<file path="config.mk">
export PLATFORM = sky130hd
export DESIGN_NAME = hub_arbiter_flat
export DESIGN_NICKNAME = d
export VERILOG_FILES = /design/src/rtl/hub_arbiter_if.sv /design/src/rtl/hub_arbiter.sv /design/src/flat_wrapper.sv
export SDC_FILE = /design/constraint.sdc
export NUM_CORES = 1
export LEC_CHECK = 0
export ABC_AREA = 1
export CAP_MARGIN = 20
export CORE_AREA = 2 2 218 220
export DETAILED_ROUTE_END_ITERATION = 12
export DIE_AREA = 0 0 220 222
export GPL_TIMING_DRIVEN = 1
export SYNTH_ARGS = -nofsm -noshare
export SYNTH_HDL_FRONTEND = slang
export SYNTH_SLANG_ARGS = --single-unit
</file>
<file path="constraint.sdc">
create_clock -name clk_cog -period 3.3 [get_ports clk_cog]
set_clock_uncertainty 0.15 [all_clocks]
set_input_delay 0.66 -clock clk_cog [delete_from_list [all_inputs] [get_ports clk_cog]]
set_output_delay 0.66 -clock clk_cog [all_outputs]
set_load 0.05 [all_outputs]
</file>
<file path="src/rtl/hub_arbiter_if.sv">
// Cog/hub-memory bus bundle for hub_arbiter.
// master: arbiter side (drives hub_mem inputs, slot, ack, q).
// slave : cog array plus hub_mem side.
interface hub_arbiter_if #(
   parameter int unsigned COGS = 8,
   parameter int unsigned AW   = 14
);
   logic                 ena_bus;
   logic [COGS-1:0]      cog_ena;
   logic [COGS-1:0]      req;
   logic [COGS-1:0]      req_w;
   logic [4*COGS-1:0]    req_wb;
   logic [AW*COGS-1:0]   req_a;
   logic [32*COGS-1:0]   req_d;
   logic                 mem_w;
   logic [3:0]           mem_wb;
   logic [AW-1:0]        mem_a;
   logic [31:0]          mem_d;
   logic [31:0]          mem_q;
   logic [2:0]           slot;
   logic [COGS-1:0]      ack;
   logic [31:0]          q;

   modport master (
      input  ena_bus, cog_ena, req, req_w, req_wb, req_a, req_d, mem_q,
      output mem_w, mem_wb, mem_a, mem_d, slot, ack, q
   );

   modport slave (
      output ena_bus, cog_ena, req, req_w, req_wb, req_a, req_d, mem_q,
      input  mem_w, mem_wb, mem_a, mem_d, slot, ack, q
   );
endinterface

</file>
<file path="src/rtl/hub_arbiter.sv">
// Round-robin hub slot scheduler sharing hub_mem among 8 cogs.
// Optional macro HUB_SKIP_IDLE_EN: slot skips cogs whose cog_ena bit is clear.
module hub_arbiter #(
   parameter int unsigned COGS = 8,
   parameter int unsigned AW   = 14
) (
   input  logic          clk_cog,
   input  logic          res,
   hub_arbiter_if.master bus
);
   localparam int unsigned SW = 3;

   logic [SW-1:0]   slot_r;
   logic [SW-1:0]   slot_nxt;
   logic [COGS-1:0] ack_r;
   logic            grant;

`ifdef HUB_SKIP_IDLE_EN
   logic [SW-1:0]   idx;
   logic            found;

   // Next enabled cog above the current one; i=8 wraps back onto the current slot.
   always_comb begin
      slot_nxt = slot_r;
      idx      = slot_r;
      found    = 1'b0;
      for (int unsigned i = 1; i <= 8; i++) begin
         idx = SW'(slot_r + SW'(i));
         if (!found && bus.cog_ena[idx]) begin
            slot_nxt = idx;
            found    = 1'b1;
         end
      end
   end

   assign grant = bus.req[slot_r] & bus.cog_ena[slot_r] & bus.ena_bus & ~res;
`else
   logic unused_cog_ena;

   // Strict rotation; cog_ena is not consulted in this build.
   always_comb begin
      slot_nxt       = SW'(slot_r + SW'(1));
      unused_cog_ena = ^bus.cog_ena;
   end

   assign grant = bus.req[slot_r] & bus.ena_bus & ~res;
`endif

   // Slot counter and one-hot acknowledge, both advanced only on bus-enable edges.
   always_ff @(posedge clk_cog or posedge res) begin
      if (res) begin
         slot_r <= '0;
         ack_r  <= '0;
      end else if (bus.ena_bus) begin
         slot_r <= slot_nxt;
         ack_r  <= grant ? (COGS'(1) << slot_r) : '0;
      end
   end

   // Owning cog's fields go to hub_mem; write strobe only on a real grant.
   always_comb begin
      bus.mem_a  = bus.req_a[AW*int'(slot_r) +: AW];
      bus.mem_d  = bus.req_d[32*int'(slot_r) +: 32];
      bus.mem_wb = bus.req_wb[4*int'(slot_r) +: 4];
      bus.mem_w  = grant & bus.req_w[slot_r];
      bus.slot   = slot_r;
      bus.ack    = ack_r;
      bus.q      = bus.mem_q;
   end
endmodule

</file>
<file path="src/flat_wrapper.sv">
// flat-port wrapper written by rule: the top's interface ports become plain ports
module hub_arbiter_flat 
#(
   parameter int unsigned COGS = 8,
   parameter int unsigned AW   = 14
)
  (clk_cog, res, bus_ena_bus, bus_cog_ena, bus_req, bus_req_w, bus_req_wb, bus_req_a, bus_req_d, bus_mem_q, bus_mem_w, bus_mem_wb, bus_mem_a, bus_mem_d, bus_slot, bus_ack, bus_q);
  hub_arbiter_if #(.COGS(COGS), .AW(AW)) bus_i ();
  input  logic clk_cog;
  input  logic res;
  input wire logic [$bits(bus_i.ena_bus)-1:0] bus_ena_bus;
  input wire logic [$bits(bus_i.cog_ena)-1:0] bus_cog_ena;
  input wire logic [$bits(bus_i.req)-1:0] bus_req;
  input wire logic [$bits(bus_i.req_w)-1:0] bus_req_w;
  input wire logic [$bits(bus_i.req_wb)-1:0] bus_req_wb;
  input wire logic [$bits(bus_i.req_a)-1:0] bus_req_a;
  input wire logic [$bits(bus_i.req_d)-1:0] bus_req_d;
  input wire logic [$bits(bus_i.mem_q)-1:0] bus_mem_q;
  output wire logic [$bits(bus_i.mem_w)-1:0] bus_mem_w;
  output wire logic [$bits(bus_i.mem_wb)-1:0] bus_mem_wb;
  output wire logic [$bits(bus_i.mem_a)-1:0] bus_mem_a;
  output wire logic [$bits(bus_i.mem_d)-1:0] bus_mem_d;
  output wire logic [$bits(bus_i.slot)-1:0] bus_slot;
  output wire logic [$bits(bus_i.ack)-1:0] bus_ack;
  output wire logic [$bits(bus_i.q)-1:0] bus_q;
  assign bus_i.ena_bus = bus_ena_bus;
  assign bus_i.cog_ena = bus_cog_ena;
  assign bus_i.req = bus_req;
  assign bus_i.req_w = bus_req_w;
  assign bus_i.req_wb = bus_req_wb;
  assign bus_i.req_a = bus_req_a;
  assign bus_i.req_d = bus_req_d;
  assign bus_i.mem_q = bus_mem_q;
  assign bus_mem_w = bus_i.mem_w;
  assign bus_mem_wb = bus_i.mem_wb;
  assign bus_mem_a = bus_i.mem_a;
  assign bus_mem_d = bus_i.mem_d;
  assign bus_slot = bus_i.slot;
  assign bus_ack = bus_i.ack;
  assign bus_q = bus_i.q;
  hub_arbiter #(.COGS(COGS), .AW(AW)) u_core (.clk_cog(clk_cog), .res(res), .bus(bus_i));
endmodule
</file>
==> results.json, run 1 <==
{
  "post_drt_wl_per_cell_um": 16.2,
  "pwr-share-comb_pct": 95.6,
  "cp_data_required_time_ps": 2490,
  "yosysUniqueCellTypes": 23,
  "switching_share_pct": 58.0,
  "cts_made_buffers": 3,
  "synthTopCellsByArea": "o21ai_0 (23%), nor2_1 (17%), nand2_1 (16%)",
  "crit_type": "flip-flop to output pin",
  "clkPwrFrac_pct": 2.2,
  "viasPerCell": 4.08,
  "ys_warn_count": 0,
  "clockBufferDepth": 2,
  "start_kind": "flip-flop",
  "ys_seq_area_share_pct": 6.37,
  "min_period_ps": 3150,
  "status": "complete, no violations",
  "core_area_um2": 46300,
  "grt_max_degree": 110,
  "grt_pass1_wl_mm": 42.4,
  "final-max-slew-violation-count": 0,
  "finalSetupTns_ps": 0,
  "p_leak_nw": 3.88,
  "cp_max_fo": 59,
  "final_nets": 1711,
  "initial_core_util_pct": 9.34,
  "crit_path_end_kind": "output pin",
  "period_share_pct": 95.4,
  "dr_total_vias": 7556,
  "antenna_found_initial": 2,
  "clock-sinks": 11,
  "gp_congestion": 0.979,
  "internal_power_mw": 4.25,
  "postCtsSetupRepairBufs": 0,
  "synth.avg_cell_area_um2": 5.09,
  "dpl.hpwl_mm": 24.3,
  "synth_area_um2": 4320,
  "setup_violations": 0,
  "arrival_ps": 2340,
  "gr-total-overflow": 0,
  "io_pins": 553,
  "most-common-layout-cells": "clkdlybuf4s50_1 (429), o21ai_0 (202), nor2_1 (201)",
  "portBuffers": 480,
  "pwr-share-seq_pct": 2.2,
  "die_y_um": 222,
  "gr-usage-all-layers_pct": 11.1,
  "synth_cells": 850,
  "max_slew_margin_pct": 62.2,
  "placement_rows": 79,
  "drtAntennaViolNets": 0,
  "power_switching_mw": 5.86,
  "tightest_slew_ps": 567,
  "drive_gt1_share_pct": 7.31,
  "cts_hold_buf": 0,
  "cts-resized-gates": 0,
  "cts_tree": "done",
  "drc": 0,
  "drt-pass1-iter-count": 7,
  "grt_pass1_vias": 7420,
  "cap_violations": 0,
  "clock_latency_ps": 240,
  "yosysTopAreaCell": "o21ai_0",
  "n_antenna_cell": 0,
  "syn_to_final_growth_pct": 133,
  "die_area_um2": 48800,
  "root_buffer": "clkbuf_16",
  "instances_no_fill": 1852,
  "fp.dieW_um": 220,
  "synth_fp_nets": 1315,
  "mostFrequentLayoutCell": "clkdlybuf4s50_1",
  "clock.fmax_mhz": 318,
  "cts_htree_levels": 1,
  "clkTransAtPathRegs_ps": 40,
  "dpl.cell_count": 1848,
  "grt_setup_unrepaired": "false",
  "peakVddDrop_mv": 0.679,
  "finalHoldViolCount": 0,
  "synth_top_area_share_pct": 23.4,
  "drt_iter0_drc": 455,
  "powerDensity_nw_per_um2": 1000,
  "synth_seq_cells": 11,
  "min_path_type": "flip-flop to flip-flop",
  "wl_mm": 30.0
}
==> critical path: stages, from the launching register on <==
cell	delay (ps)
dfrtp_4	520
inv_6	230
buf_12	260
nor2_1	160
o22ai_1	450
nand2_1	90
nand2_1	130
buf_12	150
==> area by class of cell <==
| class | count | area (um2) |
|---|---|---|
| fillers | 5200 | 36200 |
| repair buffers | 503 | 5590 |
| multi-input cells | 722 | 3330 |
| well taps | 607 | 759 |
| flip-flops and latches | 11 | 284 |
| clock buffers | 4 | 78.8 |
| inverters | 5 | 25.0 |
==> power by group through the flow <==
stage	Combinational (mW)	Sequential (mW)	Clock, mW
after CTS	9.72	0.224	0.223
after global routing	10.3	0.228	0.232
after floorplan	5.29	0.326	0
after detailed placement	9.70	0.225	0
after global placement	9.67	0.224	0
final	9.67	0.222	0.218
==> kinds of logic after synthesis <==
group | synth area share [%]
fa+ha+maj | 1.74
compound gates | 37.9
simple gates | 37.3
flops | 6.37
xor+xnor | 0.203
buf+inv | 16.6
==> registers in the layout, summed over array words and instances (netlist names) <==
name	cells
u_core.bus.slot	3
u_core.bus.ack	8
==> through the flow <==
step	instance area, um2	power [mW]	hold WS [ps]	worst slack, ps	util [%]
3_5_place_dp	9990	9.93	319	425	21.6
2_1_floorplan	4320	5.62	362	607	-
6_report	10100	10.1	330	151	21.8
3_3_place_gp	9990	9.89	322	467	21.6
4_1_cts	10100	10.2	331	247	21.8
5_1_grt	10100	10.7	344	48.6	21.8
==> synth_stat cells, drive strengths merged <==
cell	n
o21ai	202
clkbuf	37
inv	5
dfrtp	11
nand4	8
xor2	1
nand2	193
o22ai	100
ha	6
nand3	9
nor2	203
buf	75
==> worst paths after layout <==
kind	start	endpoint	slack [ps]	depth (start not counted)
min in group asynchronous	res	u_core.bus.ack[6]$_DFFE_PP0P_	610	2
hold reg to reg	u_core.bus.ack[3]$_DFFE_PP0P_	u_core.bus.ack[3]$_DFFE_PP0P_	330	2
max in group asynchronous	res	u_core.bus.slot[0]$_DFFE_PP0P_	2050	2
setup / recovery	u_core.bus.slot[0]$_DFFE_PP0P_	bus_mem_d[10]	150	7
hold / removal	u_core.bus.ack[3]$_DFFE_PP0P_	u_core.bus.ack[3]$_DFFE_PP0P_	330	2
setup reg to reg	u_core.bus.slot[0]$_DFFE_PP0P_	u_core.bus.ack[2]$_DFFE_PP0P_	1470	8
==> per-layer routing <==
metal	vias to the layer above	GRT usage, %	wire length, um
li1	3653	-	-
met1	3387	12.6	11400
met2	442	20.2	14500
met3	70	2.54	2910
met4	4	4.16	1150
met5	-	0	27
No activity file was read; power rests on OpenSTA's default activity.
==> inputs of run 2 (changes only) <==
--- a/config.mk
+++ b/config.mk
@@ -11,6 +11,7 @@
 export DETAILED_ROUTE_END_ITERATION = 12
 export DIE_AREA = 0 0 220 222
 export GPL_TIMING_DRIVEN = 1
+export HOLD_SLACK_MARGIN = 0.08
 export SYNTH_ARGS = -nofsm -noshare
 export SYNTH_HDL_FRONTEND = slang
 export SYNTH_SLANG_ARGS = --single-unit
==> results of run 2 <==
Same layout as run 1: the final DEF is identical, and so are final timing and power.
==> inputs of run 3 (changes only) <==
--- a/config.mk
+++ b/config.mk
@@ -7,9 +7,9 @@
 export LEC_CHECK = 0
 export ABC_AREA = 1
 export CAP_MARGIN = 20
-export CORE_AREA = 2 2 218 220
+export CORE_AREA = 2 2 215 217
 export DETAILED_ROUTE_END_ITERATION = 12
-export DIE_AREA = 0 0 220 222
+export DIE_AREA = 0 0 217 219
 export GPL_TIMING_DRIVEN = 1
 export HOLD_SLACK_MARGIN = 0.08
 export SYNTH_ARGS = -nofsm -noshare
==> run 3 against run 2 <==
Combinational power down 17%. Routed wire length decreased by 1.1%. Critical endpoint is now bus_mem_d[3]. Clock power up 3%. Core utilization down 0.78 points. Non-clock buffer count grew 4. Via count increased by 1.3%. Global-route usage up 0.052 points. Sequential cell count unchanged. Final cell count shrank 0.16%. Worst hold slack better by 1.7 ps. Total power is 16% lower. Highest routed layer unchanged.
==> results.json, run 3 (synthesis results as in run 1) <==
{
  "status": "complete, no violations",
  "grtUsageMet2_pct": 19.8,
  "p_leak_nw": 3.68,
  "fin_area_um2": 9460,
  "postCtsSetupRepairBufs": 0,
  "finalHoldViolCount": 0,
  "drc": 0,
  "drive_gt1_share_pct": 7.69,
  "viasPerCell": 4.14,
  "gp_congestion": 0.949,
  "clock.fmax_mhz": 338,
  "gr-total-overflow": 0,
  "pre_cts_ws_ps": 408,
  "cts_htree_levels": 1,
  "placed_cell_area_um2": 9380,
  "peakVddDrop_mv": 0.759,
  "seqCellArea_um2": 284,
  "dpl.cell_count": 1845,
  "multi_input_area_um2": 3330,
  "finalSetupTns_ps": 0,
  "dr_total_vias": 7652,
  "grt_setup_unrepaired": "false",
  "busiest_layer": "met2",
  "holdWs_ps": 332,
  "total_power_mw": 8.48,
  "powerDensity_nw_per_um2": 897,
  "n_antenna_cell": 0,
  "setup_violations": 0,
  "drt_iter0_drc": 523,
  "crit_type": "flip-flop to output pin",
  "final_util_pct": 21.0,
  "crit_path_end_kind": "output pin",
  "instances_no_fill": 1849,
  "cap_violations": 0,
  "cp_max_fo": 47,
  "cp_data_required_time_ps": 2490,
  "cts-resized-gates": 0,
  "use_met3_pct": 2.22,
  "die_y_um": 219,
  "arrival_ps": 2150,
  "drtAntennaViolNets": 0,
  "largest_register_ffs": 8,
  "fp.dieW_um": 217,
  "clock_latency_ps": 240,
  "fill_cells": 5126,
  "fin_ws_ps": 341,
  "grt_max_degree": 108,
  "clockBufferDepth": 2,
  "mostFrequentLayoutCell": "clkdlybuf4s50_1",
  "drt-pass1-iter-count": 5,
  "most-common-layout-cells": "clkdlybuf4s50_1 (428), o21ai_0 (202), nor2_1 (201)",
  "placement_rows": 78,
  "grt_pass1_vias": 7281,
  "period_share_pct": 89.7,
  "met1_usage_pct": 13.3,
  "syn_to_final_growth_pct": 119,
  "tightest_slew_ps": 560,
  "start_kind": "flip-flop",
  "max_slew_margin_pct": 62.6,
  "cts_tree": "done",
  "io_pins": 553,
  "min_period_ps": 2960,
  "clkTransAtPathRegs_ps": 40,
  "root_buffer": "clkbuf_16",
  "portBuffers": 480,
  "post_drt_wl_per_cell_um": 16.0,
  "cts_made_buffers": 3,
  "grt_pass1_wl_mm": 41.8,
  "final_nets": 1715,
  "min_path_type": "flip-flop to flip-flop",
  "gr-usage-all-layers_pct": 11.2,
  "initial_core_util_pct": 9.59,
  "antenna_found_initial": 1,
  "cts_hold_buf": 0,
  "die_area_um2": 47500,
  "final-max-slew-violation-count": 0,
  "wl_mm": 29.6,
  "dpl.hpwl_mm": 23.7,
  "core_area_um2": 45100,
  "clock-sinks": 11
}
-- run 3: worst paths after layout --
check	from	to	slack, ps	cells after the start
max	u_core.bus.slot[1]$_DFFE_PP0P_	bus_mem_d[3]	340	7
min	u_core.bus.ack[4]$_DFFE_PP0P_	u_core.bus.ack[4]$_DFFE_PP0P_	330	2
max reg2reg	u_core.bus.slot[1]$_DFFE_PP0P_	u_core.bus.ack[1]$_DFFE_PP0P_	1540	7
min reg2reg	u_core.bus.ack[4]$_DFFE_PP0P_	u_core.bus.ack[4]$_DFFE_PP0P_	330	2
max in group asynchronous	res	u_core.bus.slot[1]$_DFFE_PP0P_	2020	2
min in group asynchronous	res	u_core.bus.slot[0]$_DFFE_PP0P_	640	2
-- run 3: area by class of cell --
cell class,instances,share of cell area (%)
clock buffer,4,0.833
tap,600,7.94
timing repair buffer,507,52.7
inverter,5,0.265
sequential,11,3.00
multi-input combinational,722,35.2
-- run 3: report_power, final --
part / internal (mW) / leakage [nW] / switching, mW
sequential: 0.179 / 0.144 / 0.0469
combinational: 2.57 / 3.50 / 5.46
clock: 0.162 / 0.0382 / 0.0624
-- run 3: per-layer routing --
metal,wire length (um),share of wire [%]
met1,11600,39
met2,14300,48
met3,2640,8.9
met4,1060,3.6
met5,13,0.044
-- run 3: worst max-delay path: stages, from the launching register on --
cell	delay (ps)
dfrtp_4	490
clkinv_2	250
buf_12	250
o21ai_0	270
o22ai_1	200
nand2_1	70
nand2_1	120
buf_4	220
==> RTL change (config.mk and constraints of run 2) <==
Add a define of `HUB_SKIP_IDLE_EN`.
--- a/src/rtl/hub_arbiter.sv
+++ b/src/rtl/hub_arbiter.sv
@@ -2,2 +2,4 @@
 // Optional macro HUB_SKIP_IDLE_EN: slot skips cogs whose cog_ena bit is clear.
+`define HUB_SKIP_IDLE_EN
+
 module hub_arbiter #(
Formal check against the unedited RTL: not equivalent (Yosys sat finds a counterexample within 4 cycles, from zero or initial values).
==> RTL change against run 2 <==
  * Sequential cell count unchanged
  * Worst setup slack improved by 57 ps
  * Synthesized area increased by 7.0%
  * Clock power increased by 3%
  * Register-to-register slack got worse by 1100 ps
  * Synthesized cell count increased by 1.3%
  * Highest routed layer unchanged
  * Final area increased by 4.0%
  * Count of clock-buffer cells in the layout unchanged
  * Wire length increased by 14%
  * Combinational power increased by 1%
  * Utilization increased by 0.88 points
  * Power increased by 1.4%
==> RTL change: results (changes against run 2) <==
Critical path peak fanout: 3 (was 59)
Slowest stage delay, CP: 500 ps (was 520 ps)
Worst EP arrival: 2280 ps (was 2340 ps)
Outcome: complete, no violations (unchanged)
Syn_nets: 1328 (was 1315)
Top-count cell post-synth: nor2_1 (was o21ai_0)
Ratio of cells with drive above 1 in the final layout: 0.09539 (was 0.07309)
Final wirelength: 34090 um (was 29980 um)
Initial antenna violation count: 8 (was 2)
Slack of the critical path: 207.4 ps (was 150.8 ps)
Largest cells by area after synthesis: o21ai_0 (22%), nor2_1 (21%), o2111ai_1 (9.5%) (was o21ai_0 (23%), nor2_1 (17%), nand2_1 (16%))
Via count: 7881 (was 7556)
Vias in the first global route: 7833 (was 7420)
Distinct cells, synth: 35 (was 23)
CP endpoint: bus_mem_w (was bus_mem_d[10])
Peak VDD IR: 0.0007491 V (was 0.0006788 V)
Slowest cell on crit path: clkdlybuf4s50_1 (was dfrtp_4)
Worst Setup SP: bus_req[5] (was u_core.bus.slot[0])
Syn avg cell area: 5.374 sq um (was 5.086 sq um)
Pin count of the biggest net entering global routing: 112 (was 110)
IO buf count: 488 (was 480)
Iteration-0 DRC Markers: 515 (was 455)
Final nets: 1747 (was 1711)
Worst reg-to-reg path cell count: 15 (was 8)
DR WL/cell: 18.05 um (was 16.19 um)
Routability cong.: 0.9209 (was 0.9787)
R2R Setup Slk: 420 ps (was 1470 ps)
Fillcell total: 5151 (was 5200)
Pre-CTS WS: 136.6 ps (was 425.4 ps)
Min Hold Slack: 382.5 ps (was 330.1 ps)
-- RTL change: changes by cell type after synthesis, moves of 15 or more --
cell,run 2,this run
buf_1,4,19
nand2_1,189,67
nor2_1,201,261
inv_1,3,21
o2111ai_1,0,50
o21a_1,0,50
nand3_1,7,30
o22ai_1,100,0
-- RTL change: power breakdown --
part / internal [mW] / switching (mW)
combinational: 3.79 / 6.01
sequential: 0.171 / 0.0534
clock: 0.162 / 0.0614
-- RTL change: layout make-up --
| cell class | instances | area [sq um] | share of cell area |
|---|---|---|---|
| well taps | 607 | 759.5 | 0.07251 |
| multi-input cells | 717 | 3721 | 0.3553 |
| repair buffers | 516 | 5505 | 0.5256 |
| diodes | 3 | 7.507 | 0.0007168 |
| clock buffers | 4 | 78.83 | 0.007526 |
| inverters | 31 | 121.4 | 0.01159 |
| flip-flops and latches | 11 | 280.3 | 0.02676 |
-- RTL change: cells by family (layout without fill, tap and decap cells) --
| logic type | count (synthesis) | count (layout) | share of synthesized area |
|---|---|---|---|
| fa+ha+maj | 8 | 8 | 0.02163 |
| other cells | 0 | 3 | 0 |
| compound gates | 325 | 325 | 0.4300 |
| flops | 11 | 11 | 0.05949 |
| buf+inv | 133 | 551 | 0.1428 |
| simple gates | 384 | 384 | 0.3461 |
-- RTL change: layer usage --
layer	global-route usage	part of all wire	vias to the layer above
met3	0.02661	0.090	50
met2	0.2282	0.49	419
met4	0.02836	0.020	6
met5	0	0.0012	-
met1	0.1550	0.40	3618
li1	-	-	3788
-- RTL change: what timing repair did --
item | 4_1_cts | 5_1_grt
setup endpoints to repair | 0 | 1
gates resized for setup | 0 | 3
hold buffers | 0 | 0
